### config.mk
export PLATFORM = sky130hd
export DESIGN_NAME = uart_tx_drain
export DESIGN_NICKNAME = d
export VERILOG_FILES = /design/src/rtl/uart_pkg.sv /design/src/rtl/uart_baud_gen.sv /design/src/rtl/uart_tx_drain.sv
export SDC_FILE = /design/constraint.sdc
export NUM_CORES = 1
export LEC_CHECK = 0
export BUFFER_PORTS_ARGS = -buffer_cell sky130_fd_sc_hd__buf_2
export CAP_MARGIN = 10
export CORE_ASPECT_RATIO = 1.2
export CORE_MARGIN = 5
export CORE_UTILIZATION = 51
export DETAILED_ROUTE_END_ITERATION = 10
export HOLD_SLACK_MARGIN = 0.03
export PLACE_DENSITY = 0.74
export SETUP_SLACK_MARGIN = 0.2
export SYNTH_ARGS = -nofsm -noshare
export SYNTH_HDL_FRONTEND = slang
export SYNTH_SLANG_ARGS = --single-unit
### constraint.sdc
create_clock -name clk -period 1.7 [get_ports clk]
set_input_delay 0 -clock clk [delete_from_list [all_inputs] [get_ports clk]]
set_output_delay 0 -clock clk [all_outputs]
set_load 0.02 [all_outputs]
### src/rtl/uart_pkg.sv
// Shared definitions for the UART transmit path: FSM states, 8N1 frame
// constants and the baud divisor derivation.
package uart_pkg;

  typedef enum logic [2:0] {
    IDLE  = 3'd0,
    FETCH = 3'd1,
    WAIT  = 3'd2,
    START = 3'd3,
    DATA  = 3'd4,
    STOP  = 3'd5
  } uart_state_e;

  localparam int unsigned DATA_BITS = 8;
  localparam int unsigned STOP_BITS = 1;

  // Clock cycles per line bit; integer division truncates toward zero.
  function automatic int unsigned clks_per_bit(input int unsigned clk_hz,
                                               input int unsigned baud);
    return clk_hz / baud;
  endfunction

endpackage

### src/rtl/uart_baud_gen.sv
// Bit-period counter: counts 0..CLKS_PER_BIT-1 and pulses tick on the last
// cycle of each bit. clear holds it at zero between frames.
module uart_baud_gen #(
  parameter int unsigned CLKS_PER_BIT = 10
) (
  input  logic clk,
  input  logic rst,
  input  logic clear,
  output logic tick
);

  localparam int unsigned CW = $clog2(CLKS_PER_BIT);
  localparam logic [CW-1:0] LAST = CW'(CLKS_PER_BIT - 1);

  logic [CW-1:0] cnt_q;
  logic [CW-1:0] cnt_d;
  logic          at_last_s;

  // Next count: wrap at the bit boundary, hold at zero while cleared.
  always_comb begin
    cnt_d     = cnt_q;
    at_last_s = (cnt_q == LAST);
    if (clear) begin
      cnt_d = '0;
    end else if (at_last_s) begin
      cnt_d = '0;
    end else begin
      cnt_d = cnt_q + CW'(1);
    end
  end

  // Counter register.
  always_ff @(posedge clk) begin
    if (rst) begin
      cnt_q <= '0;
    end else begin
      cnt_q <= cnt_d;
    end
  end

  assign tick = at_last_s & ~clear;

endmodule

### src/rtl/uart_tx_drain.sv
// 8N1 UART transmitter that pops bytes from a uart_fifo read port
// (q valid one cycle after rdreq) and serialises them LSB first.
module uart_tx_drain
  import uart_pkg::*;
#(
  parameter int unsigned CLK_HZ = 50000000,
  parameter int unsigned BAUD   = 115200
) (
  input  logic       clk,
  input  logic       rst,
  input  logic [7:0] fifo_q,
  input  logic       fifo_rdempty,
  output logic       fifo_rdreq,
  output logic       tx,
  output logic       busy
);

  localparam int unsigned CLKS_PER_BIT = clks_per_bit(CLK_HZ, BAUD);

  if (CLKS_PER_BIT < 2) begin : g_bad_rate
    $error("uart_tx_drain: CLK_HZ/BAUD must be at least 2");
  end

  uart_state_e state_q, state_d;
  logic [7:0]  shift_q, shift_d;
  logic [2:0]  bit_idx_q, bit_idx_d;
  logic        tx_q, tx_d;
  logic        rdreq_q, rdreq_d;
  logic        busy_q, busy_d;
  logic        baud_clear_s;
  logic        baud_tick_s;

  uart_baud_gen #(
    .CLKS_PER_BIT(CLKS_PER_BIT)
  ) u_baud (
    .clk  (clk),
    .rst  (rst),
    .clear(baud_clear_s),
    .tick (baud_tick_s)
  );

  // Next-state, shift register and registered-output decode.
  always_comb begin
    state_d      = state_q;
    shift_d      = shift_q;
    bit_idx_d    = bit_idx_q;
    baud_clear_s = 1'b1;
    case (state_q)
      IDLE: begin
        if (!fifo_rdempty) begin
          state_d = FETCH;
        end else begin
          state_d = IDLE;
        end
      end
      FETCH: begin
        state_d = WAIT;
      end
      WAIT: begin
        // q for the pop issued in FETCH is valid in this cycle.
        state_d   = START;
        shift_d   = fifo_q;
        bit_idx_d = 3'd0;
      end
      START: begin
        baud_clear_s = 1'b0;
        if (baud_tick_s) begin
          state_d   = DATA;
          bit_idx_d = 3'd0;
        end else begin
          state_d = START;
        end
      end
      DATA: begin
        baud_clear_s = 1'b0;
        if (baud_tick_s) begin
          shift_d = {1'b0, shift_q[7:1]};
          if (bit_idx_q == 3'(DATA_BITS - 1)) begin
            state_d = STOP;
          end else begin
            bit_idx_d = bit_idx_q + 3'd1;
          end
        end else begin
          state_d = DATA;
        end
      end
      STOP: begin
        baud_clear_s = 1'b0;
        if (baud_tick_s) begin
          if (fifo_rdempty) begin
            state_d = IDLE;
          end else begin
            state_d = FETCH;
          end
        end else begin
          state_d = STOP;
        end
      end
      default: begin
        state_d = IDLE;
      end
    endcase

    // Outputs are decoded from the next state so the flops line up with state_q.
    case (state_d)
      START:   tx_d = 1'b0;
      DATA:    tx_d = shift_d[0];
      default: tx_d = 1'b1;
    endcase
    rdreq_d = (state_d == FETCH);
    busy_d  = (state_d != IDLE);
  end

  // State and output registers.
  always_ff @(posedge clk) begin
    if (rst) begin
      state_q   <= IDLE;
      shift_q   <= 8'h00;
      bit_idx_q <= 3'd0;
      tx_q      <= 1'b1;
      rdreq_q   <= 1'b0;
      busy_q    <= 1'b0;
    end else begin
      state_q   <= state_d;
      shift_q   <= shift_d;
      bit_idx_q <= bit_idx_d;
      tx_q      <= tx_d;
      rdreq_q   <= rdreq_d;
      busy_q    <= busy_d;
    end
  end

  assign tx         = tx_q;
  assign fifo_rdreq = rdreq_q;
  assign busy       = busy_q;

endmodule

# == Yosys cells after proc, flatten, opt, wreduce, memory -nomap -nowiden ==
# Index checks and enable logic that the tools add are counted.
# op_classes
addsub,2
multipliers,0
n_shift,0
n_reduce_logical,8
bitwise_logic,2
mux,13
n_eq_ne,13
div_mod_pow,0
order_cmp,0
# op_table
op,count
$mux W3,7
$pmux W3 S6,1
$pmux W8 S2,1
$eq A3 B3 Y1 const B,4
$add A9 B1 Y9 const B,1
$eq A3 B2 Y1 const B,3
$eq A9 B9 Y1 const B,1
$pmux W3 S3,1
$mux W8,1
$eq A3 B1 Y1 const B,2
$ne A2 B2 Y1 const B,3
$reduce_bool A3 Y1,2
$reduce_or A3 Y1,2
$reduce_and A4 Y1,1
$add A3 B1 Y3 const B,1
$logic_not A3 Y1,1
$pmux W1 S2,1
$reduce_and A2 Y1,1
$reduce_bool A2 Y1,1
$and A1 B1 Y1,1
$mux W1,1
$not A1 Y1,1
# word_totals
input_bits,11
register_bits,26
wordCells,46
mem_bits_rw,0
mem_bits_ro,0
latch_bits,0
n_memories,0

# == Logic depth before layout (Yosys ltp) ==
# Gate-level depths: netlist (run 1).
# logic_depth
depth_word,7
depth_mapped,7
ltp_nobuf,7

# == Modules after synthesis ==
# From an unflattened synthesis (run 1), not the netlist that was laid out.
# hier_totals
cells_unflattened,147
area_unflattened_um2,1302.5
# modules_own_cells
module,seq_area_each_um2,instances,area_per_inst_um2,cells_each
uart_tx_drain,340.3,1,887.1,101
uart_baud_gen,180.2,1,415.4,46

# == Worst setup path before layout (run 1) ==
# No wires, ideal clock.
# synth_timing
path_kind,register -> register
startpoint,reg u_baud.cnt_q[0]
endpoint,"reg tx_q, in the netlist tx"
stages_incl_launch_ff,7
synth_period_minus_slack_ns,1.653
t_required_ns,1.628
n_path_buf,0
path_slack_ns,0.047
t_arrival_ns,1.582
setup_ns,0.072
path_cell_list,dfxtp_1 ha_1 nand4b_4 nor3_2 mux2_4 and2_1 mux2i_1
# synth_via
elab_chain_cells,6
elab_cells_between_ends,11
# synth_lines
item,line_no,source
start: declaration,uart_baud_gen.sv:15,logic [CW-1:0] cnt_q;
start signal: assignment,uart_baud_gen.sv:37,cnt_q <= cnt_d;
$eq A9 B9 Y1 *,uart_baud_gen.sv:22,at_last_s = (cnt_q == LAST);
$and A1 B1 Y1 *,uart_baud_gen.sv:41,assign tick = at_last_s & ~clear;
$mux W3 (on tied branches),"uart_tx_drain.sv:89, uart_tx_drain.sv:67, uart_tx_drain.sv:76",
$pmux W3 S6,uart_tx_drain.sv:48,case (state_q)
$eq A3 B3 Y1 / $eq A3 B2 Y1 (equally long branches),uart_tx_drain.sv:105,case (state_d)
$pmux W1 S2 *,uart_tx_drain.sv:105,
end signal: assignment,uart_tx_drain.sv:127,tx_q <= tx_d;
end: declaration,uart_tx_drain.sv:27,"logic tx_q, tx_d;"
# Every way passes the cells marked *; elsewhere a longest branch is shown, timed or not. The select of a mux whose other input is x is not followed.
# A chain may end at the register's enable or synchronous reset.

# == Worst setup path after layout (run 1) ==
# layout_timing
startpoint,reg u_baud.cnt_q[1]
endpoint,"reg tx_q, in the netlist tx"
# Same word-level chain as after synthesis.

==> results.json, run 1 <==
{
  "run_status": "completed",
  "wirelength_um": 2620,
  "end_kind": "flip-flop",
  "synth_area_um2": 1280,
  "ant_nets": 0,
  "hp-class": "in2reg",
  "mostFrequentLayoutCells": "dfxtp_1, nor2_1, buf_2",
  "clock_latency_ns": 0.31,
  "grtUsageTotal": 0.156,
  "drtPass1Iterations": 4,
  "cpPeakStageDelay_ns": 0.35,
  "drv_slew": 0,
  "cts_tree": "done",
  "clock_skew_ns": 0.0122,
  "post-route-period-util": 0.924,
  "core_area_um2": 2480,
  "slowest_stage": "dfxtp_2",
  "clockBufferDepth": 2,
  "avgSynthCellArea_um2": 9.08,
  "drc": 0,
  "setup_viol": 0,
  "yosysWarnings": 0,
  "crit_required_ns": 1.95,
  "worst-path-buf-inv": 1,
  "n_fill_cell": 207,
  "tns_ns": 0,
  "p_leak_nw": 0.657,
  "cts_buffers": 3,
  "gp_congestion": 0.812,
  "grt_max_degree": 19,
  "rows": 20,
  "min_period_ns": 1.57,
  "path_cells": "inv_2 > ha_4 > nand4b_4 > nor3_4 > mux2_4 > and2_4 > mux2i_1",
  "antenna_cells": 0,
  "final_common_cell": "dfxtp_1",
  "cp-start-kind": "flip-flop",
  "max_freq_mhz": 636,
  "antenna_found_initial": 0,
  "hold_viol": 0,
  "grt_pass1_vias": 1147,
  "drive_gt1_frac": 0.297,
  "crit_fanout": 7,
  "multi_input_area_um2": 764,
  "wl_per_cell_um": 12.8,
  "die_w_um": 55.7,
  "grt_pass1_wl_um": 4560,
  "vias": 1114,
  "yosysSeqAreaShare": 0.407,
  "cts_sinks": 26,
  "drt_iter0_drc": 19,
  "die_y_um": 64.9,
  "ios": 14,
  "final_core_utilization": 0.655,
  "synth-seq-cells": 26,
  "synthCells": 141,
  "ff_latch_area_um2": 532,
  "nNetsFinal": 189,
  "synth.net_count": 156,
  "numPortBuffers": 13,
  "worstPathArrival_ns": 1.82,
  "cts_root_buf": "clkbuf_4",
  "viasPerCell": 5.43,
  "hpwlAfterDp_um": 1790,
  "synth_ff_type": "dfxtp_1",
  "start_util": 0.517,
  "worstMarginPinSlew_ns": 0.342,
  "async_flop_share": 0,
  "peakVddDrop_mv": 0.453,
  "power_density_nw_per_um2": 666,
  "yosysUniqueCellTypes": 40,
  "h-tree-depth": 1,
  "relSlewSlack": 0.772,
  "crit_family": "simple AND/OR/NAND/NOR gates",
  "rsz0062_at_grt": "yes",
  "setup.worst_path.class": "reg2reg",
  "syn_to_final_growth_pct": 26.7,
  "grt_overflow": 0,
  "clk_pin_slew_ns": 0.14,
  "synth_edf_count": 0,
  "die_area_um2": 3620,
  "cap_violations": 0
}
## per-layer routing
metal | vias up | GRT usage | share of wire | routed length [µm]
li1 | 560 | - | - | -
met1 | 540 | 0.158 | 0.43 | 1120
met2 | 12 | 0.305 | 0.54 | 1420
met3 | 2 | 0.0219 | 0.024 | 62
met4 | 0 | 0.0790 | 0.0057 | 15
met5 | - | 0 | 0 | 0
## per-stage QoR
step | setup WS (ns) | hold WS [ns] | total power, mW | instance area (µm²) | std cells
finish | 0.129 | 0.0474 | 1.08 | 1620 | 205
CTS | 0.131 | 0.0359 | 1.09 | 1600 | 205
global route | 0.0385 | 0.0633 | 1.14 | 1620 | 205
floorplan | 0.143 | 0.141 | 0.767 | 1300 | 141
detailed placement | 0.0494 | 0.233 | 0.815 | 1420 | 187
global placement | 0.104 | 0.228 | 0.809 | 1420 | 187
## repair_timing
item                                    CTS  global route
setup buffers                             7             0
endpoints found under the setup margin   20            23
hold buffers                              8             0
gates resized for setup                   8             6
pin swaps                                 6             1
hold endpoints to repair                  8             0
cloned                                    0             0
## cell families after synthesis
logic type | count (synthesis) | synth area share
simple gates | 60 | 0.291
compound gates | 33 | 0.166
flops | 26 | 0.407
buf+inv | 10 | 0.0352
xor+xnor | 5 | 0.0342
fa+ha+maj | 4 | 0.0391
mux | 3 | 0.0274
## state kept, by name (all words and copies together) (netlist names)
name / count
u_baud.cnt_q: 9
shift_q: 8
fifo_rdreq: 1
busy: 1
tx: 1
state_q: 3
bit_idx_q: 3
## worst paths after layout
kind,start,to,slack (ns),cells past startpoint
worst max-delay path,u_baud.cnt_q[1]$_SDFF_PP0_,tx$_SDFF_PP1_,0.13,7
worst min-delay path,rst,shift_q[7]$_SDFFE_PP0P_,0.05,2
worst max register to register,u_baud.cnt_q[1]$_SDFF_PP0_,tx$_SDFF_PP1_,0.13,7
worst min register to register,shift_q[1]$_SDFFE_PP0P_,shift_q[1]$_SDFFE_PP0P_,0.47,2
## cell usage after synthesis, types with 2 or more instances
cell	count	area, µm²
nand3b_1	3	22.5
ha_1	4	50.1
a21o_1	3	22.5
a21oi_1	14	70.1
nand2_1	11	41.3
nand2b_1	3	18.8
or3_1	3	18.8
mux2i_1	2	20.0
clkbuf_1	2	7.51
o21ai_0	3	15.0
nor2b_1	3	18.8
nand3_1	5	25.0
nor2_1	19	71.3
nor4_2	2	25.0
xor2_1	3	26.3
xnor2_1	2	17.5
a22oi_1	6	45.0
buf_2	3	15.0
dfxtp_1	26	521
inv_1	4	15.0
## layout make-up
class	instances	area share
repair buffers	34	0.152
multi-input cells	105	0.471
flip-flops and latches	26	0.328
clock buffers	3	0.0139
well taps	33	0.0255
inverters	4	0.00926
## where the power goes
| group | leakage, nW | internal (mW) | switching, mW |
|---|---|---|---|
| sequential | 0.214 | 0.634 | 0.0159 |
| clock | 0.0138 | 0.0828 | 0.167 |
| combinational | 0.429 | 0.0877 | 0.0924 |
No activity file was read; power rests on OpenSTA's default activity.
==> run 2, diff against run 1 <==
ABC_AREA = 1   (was not set)
PLACE_DENSITY = 0.73   (was 0.74)
==> run 2 against run 1 <==
Against the previous run: combinational power down 3%; via count is 8.5% higher; cell count rose by 15%; cell area barely moved; critical path type unchanged; die area is 3.3% higher; largest power group unchanged; synthesized area up 4.0%; critical path depth up 4.
==> results.json, run 2 <==
{
  "synthCells": 177,
  "run_status": "completed",
  "relSlewSlack": 0.835,
  "end_kind": "flip-flop",
  "sw_frac_of_total": 0.267,
  "cts_root_buf": "clkbuf_4",
  "clk_pin_slew_ns": 0.14,
  "grt_max_degree": 15,
  "synth_common_cells": "nand2_1, dfxtp_1, inv_1, nor2_1, nand3_1",
  "clock_latency_ns": 0.32,
  "start_util": 0.527,
  "ys_top_cells_by_area": "dfxtp_1, nand2_1, nand3_1",
  "die_w_um": 56.6,
  "largest_register_ffs": 9,
  "final_core_utilization": 0.641,
  "grtUsageTotal": 0.169,
  "rows": 20,
  "crit_required_ns": 1.92,
  "yosysWarnings": 0,
  "met3_usage": 0.0352,
  "drt_iter0_drc": 33,
  "setup.worst_path.class": "reg2reg",
  "clock_skew_ns": 0.00690,
  "drc": 0,
  "antenna_cells": 0,
  "pwr-share-seq": 0.577,
  "power.switching_uw": 307,
  "cp-start-kind": "flip-flop",
  "combPwrFrac": 0.151,
  "yosys.area.top_type": "dfxtp_1",
  "vias": 1209,
  "gr-usage-met1": 0.162,
  "cap_violations": 0,
  "crit_start": "u_baud.cnt_q[1]$_SDFF_PP0_",
  "max_freq_mhz": 700,
  "path_cells": "inv_2 > ha_4 > nand2_2 > inv_1 > nand2_2 > nor2_8 > nand3b_1 > nand2_1 > nand3_1 > nand2_1 > nand3_1",
  "synth_ff_type": "dfxtp_1",
  "rsz0062_at_grt": "yes",
  "clockPowerShare": 0.272,
  "largest_register": "u_baud.cnt_q",
  "die_y_um": 66.0,
  "drtPass1Iterations": 4,
  "synth_area_um2": 1330,
  "synth.top_cell.area_share": 0.391,
  "wl_per_cell_um": 12.2,
  "yosysUniqueCellTypes": 27,
  "cts_tree": "done",
  "p_leak_nw": 0.729,
  "synth_edf_count": 0,
  "n_fill_cell": 232,
  "hp-class": "in2reg",
  "viasPerCell": 5.12,
  "hpwlAfterDp_um": 2020,
  "nNetsFinal": 219,
  "post-route-period-util": 0.840,
  "slowest_stage": "dfxtp_2",
  "syn_to_final_growth_pct": 21.7,
  "grt.met2_usage": 0.338,
  "drive_gt1_frac": 0.300,
  "ant_nets": 0,
  "r2r-start": "u_baud.cnt_q[1]$_SDFF_PP0_",
  "grt_pass1_wl_um": 5010,
  "drv_slew": 0,
  "reg_top3": "u_baud.cnt_q: 9 flops, shift_q: 8 flops",
  "cts_buffers": 3,
  "yosysSeqAreaShare": 0.391,
  "worstPathArrival_ns": 1.65,
  "power_density_nw_per_um2": 710,
  "cts_sinks": 26,
  "crit_fanout": 5,
  "busiest_layer": "met2",
  "h-tree-depth": 1,
  "crit_family": "simple AND/OR/NAND/NOR gates",
  "clockBufferDepth": 2,
  "internal_power_uw": 843,
  "synth.net_count": 192,
  "core_area_um2": 2530,
  "synth-seq-cells": 26,
  "mostFrequentLayoutCells": "nand2_1, dfxtp_1, inv_1",
  "setup_viol": 0,
  "gp_congestion": 0.788,
  "whs_ns": 0.0681,
  "die_area_um2": 3740,
  "antenna_found_initial": 0,
  "grt_overflow": 0,
  "min_from": "fifo_q[0]",
  "async_flop_share": 0,
  "worstMarginPinSlew_ns": 0.247,
  "cpPeakStageDelay_ns": 0.36,
  "wirelength_um": 2890,
  "ios": 14,
  "peakVddDrop_mv": 0.600,
  "synth.most_common_cell": "nand2_1",
  "numPortBuffers": 13,
  "final_common_cell": "nand2_1",
  "worst-path-buf-inv": 2,
  "grt_pass1_vias": 1283,
  "min_period_ns": 1.43,
  "avgSynthCellArea_um2": 7.52,
  "hold_viol": 0,
  "tns_ns": 0
}
run 2: power groups by stage:
stage / Combinational, mW / Sequential [mW] / Clock, mW
floorplan: 0.109 / 0.679 / 0
global placement: 0.148 / 0.673 / 0
detailed placement: 0.155 / 0.674 / 0
CTS: 0.169 / 0.661 / 0.324
global route: 0.196 / 0.668 / 0.354
finish: 0.174 / 0.663 / 0.313
run 2: area by class of cell:
class                   instances  area [µm²]  area share
flip-flops and latches         26         528       0.326
inverters                      25        96.3      0.0595
well taps                      33        41.3      0.0255
clock buffers                   4        36.3      0.0224
repair buffers                 25         175       0.108
multi-input cells             123         743       0.459
run 2: repair_timing:
action	CTS	global route
resized for setup	2	22
endpoints found under the setup margin	4	17
endpoints found under the hold margin	12	0
setup buffers	0	4
hold buffers	8	0
pin swaps	0	8
run 2: stage by stage:
| stage | total power [mW] | instance area, µm² | instances | setup slack (ns) |
|---|---|---|---|---|
| 2_1_floorplan | 0.788 | 1330 | 177 | 0.364 |
| 3_3_place_gp | 0.821 | 1410 | 220 | 0.244 |
| 3_5_place_dp | 0.828 | 1410 | 220 | 0.214 |
| 4_1_cts | 1.15 | 1540 | 232 | 0.206 |
| 5_1_grt | 1.22 | 1620 | 236 | 0.134 |
| 6_report | 1.15 | 1620 | 236 | 0.272 |
run 2: cell families (layout without fill, tap and decap cells):
| kind of cell | count (synthesis) | after routing | synth area share |
|---|---|---|---|
| flip-flops | 26 | 26 | 0.391 |
| AO/OA/AOI/OAI | 22 | 22 | 0.117 |
| buffers and inverters | 28 | 54 | 0.0902 |
| AND/OR/NAND/NOR | 95 | 95 | 0.351 |
| adder cells (fa/ha/maj) | 4 | 4 | 0.0376 |
| XOR/XNOR | 2 | 2 | 0.0132 |
run 2: tightest hold or removal path, cell delays in order:
cell and delay (ns):
buf_2 0.09, nand2_1 0.05, o21ai_0 0.07, inv_1 0.07, a21oi_1 0.06
run 2: worst paths after layout:
| kind | cells past startpoint | slack (ns) | end |
|---|---|---|---|
| max reg2reg | 11 | 0.27 | tx$_SDFF_PP1_ |
| min | 5 | 0.07 | shift_q[0]$_SDFF_PP0_ |
| max | 11 | 0.27 | tx$_SDFF_PP1_ |
| min reg2reg | 1 | 0.48 | u_baud.cnt_q[0]$_SDFF_PP0_ |
run 2: metal layers:
metal	wire, µm	vias up
met5	0	-
met4	63	0
met3	108	9
met2	1570	33
met1	1140	548
li1	-	619
==> run 3, diff against run 2 <==
clock period = 1.3 ns   (was 1.7 ns; I/O delays follow)
==> run 3 against run 2 <==
Against the previous run: the run now ends with setup timing left; critical endpoint is now shift_q[0]$_SDFF_PP0_; sequential share of layout area is 4.8 points lower; highest routed layer unchanged; via count up 6.3%; clock skew fell by 0.0052 ns; clock power increased by 30%; worst hold slack improved by 0.013 ns; count of clock-buffer cells in the layout unchanged.
==> results.json, run 3 (same netlist as run 2, synthesis figures left out) <==
{
  "run_status": "complete, but fails checks",
  "violations": "setup timing",
  "wl_per_cell_um": 12.8,
  "min_from": "fifo_q[0]",
  "power.switching_uw": 433,
  "clock_skew_ns": 0.00167,
  "finalPower_mw": 1.57,
  "crit_required_ns": 1.57,
  "die_w_um": 56.6,
  "cp-start-kind": "flip-flop",
  "path_cells": "ha_4 > nand2_4 > nor2_4 > nand2_4 > a21oi_1 > nand2_1 > buf_4 > a21oi_2",
  "ios": 14,
  "mostFrequentLayoutCells": "nand2_1, buf_4, dfxtp_1",
  "cts_buffers": 3,
  "start_util": 0.527,
  "ant_nets": 0,
  "grt_pass1_vias": 1272,
  "hp-class": "in2reg",
  "drt_iter0_drc": 40,
  "cap_violations": 0,
  "cts_tree": "done",
  "numPortBuffers": 13,
  "drv_slew": 0,
  "worstPathArrival_ns": 1.74,
  "vias": 1285,
  "r2r-start": "u_baud.cnt_q[0]$_SDFF_PP0_",
  "cts_sinks": 26,
  "wirelength_um": 3260,
  "core_area_um2": 2530,
  "drtPass1Iterations": 4,
  "setup.worst_path.class": "reg2reg",
  "die_area_um2": 3740,
  "cts_root_buf": "clkbuf_4",
  "h-tree-depth": 1,
  "clockBufferDepth": 2,
  "viasPerCell": 5.06,
  "tns_ns": -0.758,
  "crit_fanout": 5,
  "clk_pin_slew_ns": 0.13,
  "internal_power_mw": 1.14,
  "antenna_found_initial": 0,
  "largest_register": "u_baud.cnt_q",
  "max_freq_mhz": 678,
  "post-route-period-util": 1.13,
  "grtUsageTotal": 0.166,
  "drive_gt1_frac": 0.502,
  "power_density_nw_per_um2": 811,
  "path_common_cell": "nand2_4",
  "reg_top3": "u_baud.cnt_q: 9 flops, shift_q: 8 flops",
  "grt_max_degree": 15,
  "fin_ws_ns": -0.175,
  "drc": 0,
  "clock_latency_ns": 0.32,
  "p_leak_nw": 0.877,
  "hpwlAfterDp_um": 2080,
  "grt_pass1_wl_um": 4990,
  "n_fill_cell": 182,
  "clockPowerShare": 0.258,
  "peakVddDrop_mv": 0.722,
  "grt_overflow": 0,
  "antenna_cells": 0,
  "min_period_ns": 1.47,
  "rsz0062_at_grt": "yes",
  "crit_start": "u_baud.cnt_q[0]$_SDFF_PP0_",
  "end_kind": "flip-flop",
  "die_y_um": 66.0,
  "dp_slack_ns": -0.0692,
  "hold_viol": 0,
  "setup_viol": 15,
  "worstMarginPinSlew_ns": 0.274,
  "combPwrFrac": 0.189,
  "pwr-share-seq": 0.553,
  "final_core_utilization": 0.768,
  "sw_frac_of_total": 0.275,
  "largest_register_ffs": 9,
  "final_common_cell": "nand2_1",
  "relSlewSlack": 0.817,
  "rows": 20,
  "syn_to_final_growth_pct": 45.9,
  "gp_congestion": 0.844,
  "slowest_stage": "dfxtp_4",
  "nNetsFinal": 237,
  "cpPeakStageDelay_ns": 0.41
}
## run 3: cell count changes in the layout (fill, tap and decap cells not counted), sizes merged
| cell | previous run | this run |
|---|---|---|
| buf | 17 | 35 |
## run 3: final timing paths
check / endpoint / slack (ns) / depth (start not counted)
max: shift_q[0]$_SDFF_PP0_ / -0.17 / 8
min reg2reg: shift_q[7]$_SDFFE_PP0P_ / 0.48 / 2
min: shift_q[0]$_SDFF_PP0_ / 0.08 / 5
max reg2reg: shift_q[0]$_SDFF_PP0_ / -0.17 / 8
## run 3: routing by layer
layer	wire length, µm	up-vias	share of wire	global-route usage
met4	122	0	0.037	0.0712
met3	104	14	0.032	0.0176
met5	0	-	0	0
met2	1710	32	0.53	0.324
met1	1320	585	0.40	0.176
li1	-	654	-	-
## run 3: stage by stage
step           hold slack, ns  cells  instance area [µm²]
6_report               0.0811    254                 1940
5_1_grt                 0.122    254                 1940
4_1_cts                0.0749    246                 1760
3_3_place_gp            0.255    233                 1570
3_5_place_dp            0.263    233                 1570
2_1_floorplan          0.0694    177                 1400
## run 3: power by group through the flow
stage / clock, mW / sequential, mW / combinational, mW
2_1_floorplan: 0 / 0.890 / 0.152
3_3_place_gp: 0 / 0.884 / 0.226
3_5_place_dp: 0 / 0.886 / 0.234
4_1_cts: 0.418 / 0.870 / 0.261
5_1_grt: 0.452 / 0.875 / 0.327
6_report: 0.406 / 0.870 / 0.298
## run 3: what timing repair did
action                                  in CTS  in global routing
gates resized for setup                     20                 32
endpoints found under the setup margin      26                 26
pin swaps                                   11                 11
buffers inserted                             1                  8
hold buffers                                 8                  0
hold endpoints to repair                    13                  0
## run 3: area by class of cell
type / instances / area [µm²] / share of cell area
sequential: 26 / 539 / 0.278
timing repair buffer: 43 / 325 / 0.168
inverter: 25 / 98.8 / 0.0509
tap: 33 / 41.3 / 0.0213
multi-input combinational: 123 / 901 / 0.464
clock buffer: 4 / 36.3 / 0.0187
## run 3: critical path, delay by kind of cell (launching register included)
kind | cells | cell delay [ns]
flops | 1 | 0.41
simple gates | 4 | 0.41
fa+ha+maj | 1 | 0.14
compound gates | 2 | 0.30
buf+inv | 1 | 0.15
